===== config.mk =====
export PLATFORM = sky130hd
export DESIGN_NAME = instr_encoder
export DESIGN_NICKNAME = d
export VERILOG_FILES = /design/src/rtl/mips_pkg.sv /design/src/rtl/instr_pack.sv /design/src/rtl/instr_encoder.sv
export SDC_FILE = /design/constraint.sdc
export NUM_CORES = 1
export LEC_CHECK = 0
export CAP_MARGIN = 20
export CORE_AREA = 3 3 66 99
export CTS_CLUSTER_SIZE = 14
export DETAILED_ROUTE_END_ITERATION = 7
export DIE_AREA = 0 0 69 102
export PLACE_DENSITY = 0.88
export SETUP_SLACK_MARGIN = 0.4
export SLEW_MARGIN = 20
export SYNTH_ARGS = -nofsm -noshare
export SYNTH_HDL_FRONTEND = slang
export SYNTH_SLANG_ARGS = --single-unit
export TNS_END_PERCENT = 1

===== constraint.sdc =====
create_clock -name clk -period 3.9 [get_ports clk]
set_input_delay 1.17 -clock clk [delete_from_list [all_inputs] [get_ports clk]]
set_output_delay 1.17 -clock clk [all_outputs]
set_load 0.03 [all_outputs]

===== src/rtl/mips_pkg.sv =====
// Shared MIPS encoding definitions: mnemonic codes, opcodes, R-type funct
// codes, loader FSM states and an opcode lookup helper.
package mips_pkg;

  typedef enum logic [3:0] {
    MN_RTYPE = 4'd0,
    MN_LW    = 4'd1,
    MN_SW    = 4'd2,
    MN_BEQ   = 4'd3,
    MN_ADDI  = 4'd4,
    MN_ORI   = 4'd5,
    MN_J     = 4'd6,
    MN_BNE   = 4'd7,
    MN_LH    = 4'd8,
    MN_LB    = 4'd9,
    MN_LBU   = 4'd10,
    MN_ANDI  = 4'd11
  } mnem_e;

  localparam logic [5:0] OP_RTYPE = 6'b000000;
  localparam logic [5:0] OP_LW    = 6'b100011;
  localparam logic [5:0] OP_SW    = 6'b101011;
  localparam logic [5:0] OP_BEQ   = 6'b000100;
  localparam logic [5:0] OP_ADDI  = 6'b001000;
  localparam logic [5:0] OP_ORI   = 6'b001101;
  localparam logic [5:0] OP_J     = 6'b000010;
  localparam logic [5:0] OP_BNE   = 6'b000101;
  localparam logic [5:0] OP_LH    = 6'b100001;
  localparam logic [5:0] OP_LB    = 6'b100000;
  localparam logic [5:0] OP_LBU   = 6'b100100;
  localparam logic [5:0] OP_ANDI  = 6'b001100;

  // Common R-type function codes (funct is passed through from the bundle).
  localparam logic [5:0] FN_ADD = 6'b100000;
  localparam logic [5:0] FN_SUB = 6'b100010;
  localparam logic [5:0] FN_AND = 6'b100100;
  localparam logic [5:0] FN_OR  = 6'b100101;
  localparam logic [5:0] FN_SLT = 6'b101010;

  // Loader FSM states.
  typedef logic [0:0] state_t;
  localparam state_t ST_LOAD = 1'b0;
  localparam state_t ST_DONE = 1'b1;

  typedef struct packed {
    logic       legal;
    logic [5:0] op;
  } op_info_t;

  // Mnemonic -> opcode; codes 12..15 come back flagged illegal.
  function automatic op_info_t op_lookup(input logic [3:0] m);
    op_info_t r;
    r.legal = 1'b1;
    r.op    = OP_RTYPE;
    case (m)
      MN_RTYPE: r.op = OP_RTYPE;
      MN_LW:    r.op = OP_LW;
      MN_SW:    r.op = OP_SW;
      MN_BEQ:   r.op = OP_BEQ;
      MN_ADDI:  r.op = OP_ADDI;
      MN_ORI:   r.op = OP_ORI;
      MN_J:     r.op = OP_J;
      MN_BNE:   r.op = OP_BNE;
      MN_LH:    r.op = OP_LH;
      MN_LB:    r.op = OP_LB;
      MN_LBU:   r.op = OP_LBU;
      MN_ANDI:  r.op = OP_ANDI;
      default:  r.legal = 1'b0;
    endcase
    return r;
  endfunction

endpackage


===== src/rtl/instr_pack.sv =====
// Combinational field packer: mnemonic + register/immediate fields -> 32-bit
// MIPS word, plus an illegal-mnemonic flag.
module instr_pack
  import mips_pkg::*;
(
  input  logic [3:0]  mnem,
  input  logic [4:0]  rs,
  input  logic [4:0]  rt,
  input  logic [4:0]  rd,
  input  logic [5:0]  funct,
  input  logic [15:0] imm,
  input  logic [25:0] target,
  output logic [31:0] word,
  output logic        illegal
);

  op_info_t w_info;

  // Select the R/J/I layout from the mnemonic; shamt is always zero.
  always_comb begin
    w_info  = op_lookup(mnem);
    illegal = !w_info.legal;
    case (mnem)
      MN_RTYPE: word = {w_info.op, rs, rt, rd, 5'b00000, funct};
      MN_J:     word = {w_info.op, target};
      default:  word = {w_info.op, rs, rt, imm};
    endcase
  end

endmodule


===== src/rtl/instr_encoder.sv =====
// Instruction loader: accepts field bundles, encodes them and streams the
// words into instruction memory through a one-entry output register.
module instr_encoder
  import mips_pkg::*;
#(
  parameter int ADDR_W = 6,
  parameter int BASE   = 0
) (
  input  logic              clk,
  input  logic              reset,
  input  logic              in_valid,
  output logic              in_ready,
  input  logic [3:0]        mnem,
  input  logic [4:0]        rs,
  input  logic [4:0]        rt,
  input  logic [4:0]        rd,
  input  logic [5:0]        funct,
  input  logic [15:0]       imm,
  input  logic [25:0]       target,
  input  logic              last,
  input  logic              restart,
  output logic              wr_valid,
  input  logic              wr_ready,
  output logic [ADDR_W-1:0] wr_addr,
  output logic [31:0]       wr_data,
  output logic [ADDR_W:0]   count,
  output logic              done,
  output logic              err
);

  localparam logic [ADDR_W-1:0] BASE_A   = ADDR_W'(BASE);
  localparam logic [ADDR_W:0]   CNT_FULL = {1'b1, {ADDR_W{1'b0}}};

  state_t              r_state;
  logic                r_wr_valid;
  logic [ADDR_W-1:0]   r_wr_addr;
  logic [31:0]         r_wr_data;
  logic [ADDR_W:0]     r_count;
  logic                r_err;
  logic                r_last_pend;

  logic [31:0]         w_word;
  logic                w_illegal;
  logic                w_acc;
  logic                w_wr_done;
  logic [ADDR_W:0]     w_cnt_nxt;
  logic                w_fin;

  instr_pack u_pack (
    .mnem    (mnem),
    .rs      (rs),
    .rt      (rt),
    .rd      (rd),
    .funct   (funct),
    .imm     (imm),
    .target  (target),
    .word    (w_word),
    .illegal (w_illegal)
  );

  assign in_ready  = (r_state == ST_LOAD) && (!r_wr_valid || wr_ready);
  assign w_acc     = in_valid && in_ready;
  assign w_wr_done = r_wr_valid && wr_ready;
  assign w_cnt_nxt = r_count + 1'b1;
  // Load ends when the last-tagged word lands, memory fills, or an
  // illegal last-tagged bundle is consumed (nothing can be pending then).
  assign w_fin     = (w_wr_done && (r_last_pend || (w_cnt_nxt == CNT_FULL)))
                   || (w_acc && w_illegal && last);

  assign wr_valid = r_wr_valid;
  assign wr_addr  = r_wr_addr;
  assign wr_data  = r_wr_data;
  assign count    = r_count;
  assign done     = (r_state == ST_DONE);
  assign err      = r_err;

  // Loader FSM, output register and address/count bookkeeping.
  always_ff @(posedge clk or negedge reset) begin
    if (!reset) begin
      r_state     <= ST_LOAD;
      r_wr_valid  <= 1'b0;
      r_wr_addr   <= BASE_A;
      r_wr_data   <= '0;
      r_count     <= '0;
      r_err       <= 1'b0;
      r_last_pend <= 1'b0;
    end else if (r_state == ST_LOAD) begin
      if (w_wr_done) begin
        r_wr_addr <= r_wr_addr + 1'b1;
        r_count   <= w_cnt_nxt;
      end
      if (w_acc && !w_illegal) begin
        r_wr_valid  <= 1'b1;
        r_wr_data   <= w_word;
        r_last_pend <= last;
      end else if (w_wr_done) begin
        r_wr_valid <= 1'b0;
      end
      if (w_acc && w_illegal)
        r_err <= 1'b1;
      // Anything accepted alongside the finishing write is dropped.
      if (w_fin) begin
        r_state    <= ST_DONE;
        r_wr_valid <= 1'b0;
      end
    end else if (restart) begin
      r_state   <= ST_LOAD;
      r_wr_addr <= BASE_A;
      r_count   <= '0;
    end
  end

endmodule


==> metrics.md <==
| Metric | Value |
|---|---|
| Total wire length | `6680 um` |
| Most common cell after layout, fill and taps aside | `clkdlybuf4s50_1` |
| Pwr Density | `616 nW/um2` |
| Area fraction of the dominant cell type after synthesis | `49.1%` |
| Skew-Pair Late Insertion Delay | `290 ps` |
| Vias in the first global route | `2293` |
| Net Sw Frac | `43.0%` |
| Setup WS pre-CTS | `135 ps` |
| Final setup TNS | `0 ps` |
| DR WL/cell | `15.1 um` |
| Max-slew violations | `0` |
| Clock network power share | `12.4%` |
| CTS sink count | `48` |
| Critical path data arrival time | `2130 ps` |
| Worst Tran Pin Value | `666 ps` |
| Headroom to the max-slew limit | `55.6%` |
| Status | `finished clean` |
| CTS tree | `yes` |
| Post-DP HPWL | `5250 um` |
| CTS max path bufs | `2` |
| Clk slew on worst S/H paths | `90 ps` |
| Worst hold path type | `flip-flop to flip-flop` |
| Inserted Diodes | `0` |
| Startpoint Class | `input port` |
| Pin count of the biggest net entering global routing | `49` |
| Seq cells post-synth | `48` |
| Die Span X | `69 um` |
| Post-synthesis sequential area ratio | `49.1%` |
| Most frequent cells in the layout | `clkdlybuf4s50_1 (118), dfrtp_1 (48), nand2_1 (44)` |
| Flop pwr share | `35.4%` |
| Vias | `2335` |
| Worst setup margin | `599 ps` |
| Die height | `102 um` |
| WS Path Type | `input port to output port` |
| Root buffer cell | `clkbuf_8` |
| ANT nets after route | `0` |
| Syn nets | `331` |
| Part of the cycle the worst path needs | `84.6%` |
| Die area | `7040 um2` |
| Final Setup Violations | `0` |
| Initial antenna violation count | `0` |
| Top Ports | `122` |
| Syn Area/Cell | `9.56 um2` |
| H-tree depth | `2` |
| Post-synth top area cell | `dfrtp_1` |
| RSZ-0062 raised after global routing | `false` |
| CORE AREA | `5790 um2` |
| Lkg Pwr | `1.57 nW` |
| 1st-iter DRT viols | `131` |
| Combinational power share | `52.2%` |
| GPL Wtd Cong | `0.796` |
| Internal power | `1.32 mW` |
| Number of synthesized flops with an enable pin | `0` |
| Final Hold Vio Count | `0` |
| Grt total ovfl | `0` |
| Max VDD drop | `0.379 mV` |
| Initial Util | `42.3%` |
| CP required | `2730 ps` |
| Site row count | `34` |
| CP Capture Type | `output port` |
| Share of cells above drive strength 1 | `5.69%` |
| Synth area leaders | `dfrtp_1 (49%), nand2_1 (6.7%), mux2i_1 (6.1%)` |
| Num CTS Buffers | `5` |
| Layout area overhead | `54.0%` |
| Layout fillers | `478` |
| Setup bufs post-CTS | `0` |
| Max Clock Skew | `6.32 ps` |
| First-pass GRT wire length | `11200 um` |
| Cts hold-fix bufs | `0` |
| Pre-antenna DRT Iters | `4` |
| Synthesized area | `2450 um2` |
| F_max | `0.303 GHz` |
| Crit-path max FO | `5` |
| Fraction of registers with async set/reset | `100%` |
| I/O Buffers | `120` |
| Unique masters post-synth | `43` |
| Post-Synthesis Cells | `256` |
| Final min period | `3300 ps` |
| Vias per cell | `5.29` |
| Global Route Usage Sum | `19.4%` |
| NumNets Final | `443` |
| Ys Warns | `0` |
| Ys flop type | `dfrtp_1` |
| Switching power total | `0.998 mW` |
| Maxcap violations | `0` |
| Post-route DRC | `0` |
-- routing by layer --
metal / global-route usage [%] / share of wire, % / up-vias / wire (um)
met1: 22.3 / 40 / 1092 / 2680
met4: 6.92 / 1.6 / 0 / 110
met2: 35.1 / 52 / 93 / 3470
met5: 0 / 0 / - / 0
met3: 4.72 / 6.2 / 10 / 417
li1: - / - / 1140 / -
-- worst paths after layout --
kind	slack (ps)	endpoint	cells after the start	startpoint
setup / recovery	600	in_ready	4	wr_ready
hold / removal	480	wr_data[21]	2	wr_data[21]
setup reg to reg	2060	wr_data[22]	5	done
hold reg to reg	480	wr_data[21]	2	wr_data[21]
max in group asynchronous	2620	err	1	reset
min in group asynchronous	880	wr_data[7]	1	reset
-- power groups by stage --
stage / logic [mW] / registers, mW / clock network, mW
final: 1.21 / 0.822 / 0.288
after global routing: 1.30 / 0.858 / 0.320
after CTS: 1.23 / 0.823 / 0.297
after detailed placement: 1.23 / 0.833 / 0
after global placement: 1.21 / 0.823 / 0
after floorplan: 0.314 / 1.19 / 0
-- through the flow --
step	power, mW	cells	hold WS [ps]	instance area [um2]	utilization, %
4_1_cts	2.35	441	491	3770	65.2
2_1_floorplan	1.50	256	502	2450	-
3_3_place_gp	2.03	433	463	3680	63.7
6_report	2.32	441	483	3770	65.1
5_1_grt	2.47	441	512	3770	65.1
3_5_place_dp	2.06	433	470	3680	63.7
-- synth_stat cells, drive strengths merged, types with 2 or more instances --
library cell and count:
dfrtp 48, o22ai 3, mux2i 15, a22o 12
xor2 3, a22oi 6, nand3 7, inv 3
xnor2 2, nand2 44, a31oi 2, clkbuf 4
o21ai 38, nor3 2, ha 2, a21oi 18
nand4 4, and2 4, o31ai 2, buf 15
nor2 5
-- state kept, by name, summed over array words and instances, names as in the netlist --
| signal | flops |
|---|---|
| count | 7 |
| wr_data | 31 |
| done | 1 |
| wr_valid | 1 |
| r_last_pend | 1 |
| err | 1 |
| wr_addr | 6 |
-- layout make-up --
type	count	area, um2	area share, %
repair buffers	124	1220	32.5
flip-flops and latches	48	1200	31.9
multi-input cells	186	1150	30.6
well taps	72	90.1	2.39
clock buffers	5	68.8	1.83
clock inverters	3	18.8	0.498
inverters	3	11.3	0.299
-- critical path, stage by stage --
cell and delay, ps:
clkdlybuf4s50_1 530, inv_1 70, a21oi_1 130, clkbuf_2 230
-- what timing repair did --
item                       4_1_cts  5_1_grt
gates resized for setup          1        2
setup endpoints to repair        1        1
hold endpoints to repair         0        0
gates cloned                     0        0
-- logic make-up after synthesis --
logic type,count (synthesis),synth area share [%]
AOI/OAI and AO/OA,86,21.5
and+or+nand+nor,76,15.3
DFF,48,49.1
buffers and inverters,22,4.55
muxes,16,6.59
xor gates and xnor gates,5,1.79
adders and majority gates,2,1.02
other,1,0.153
Power figures use the tool's default switching activity.
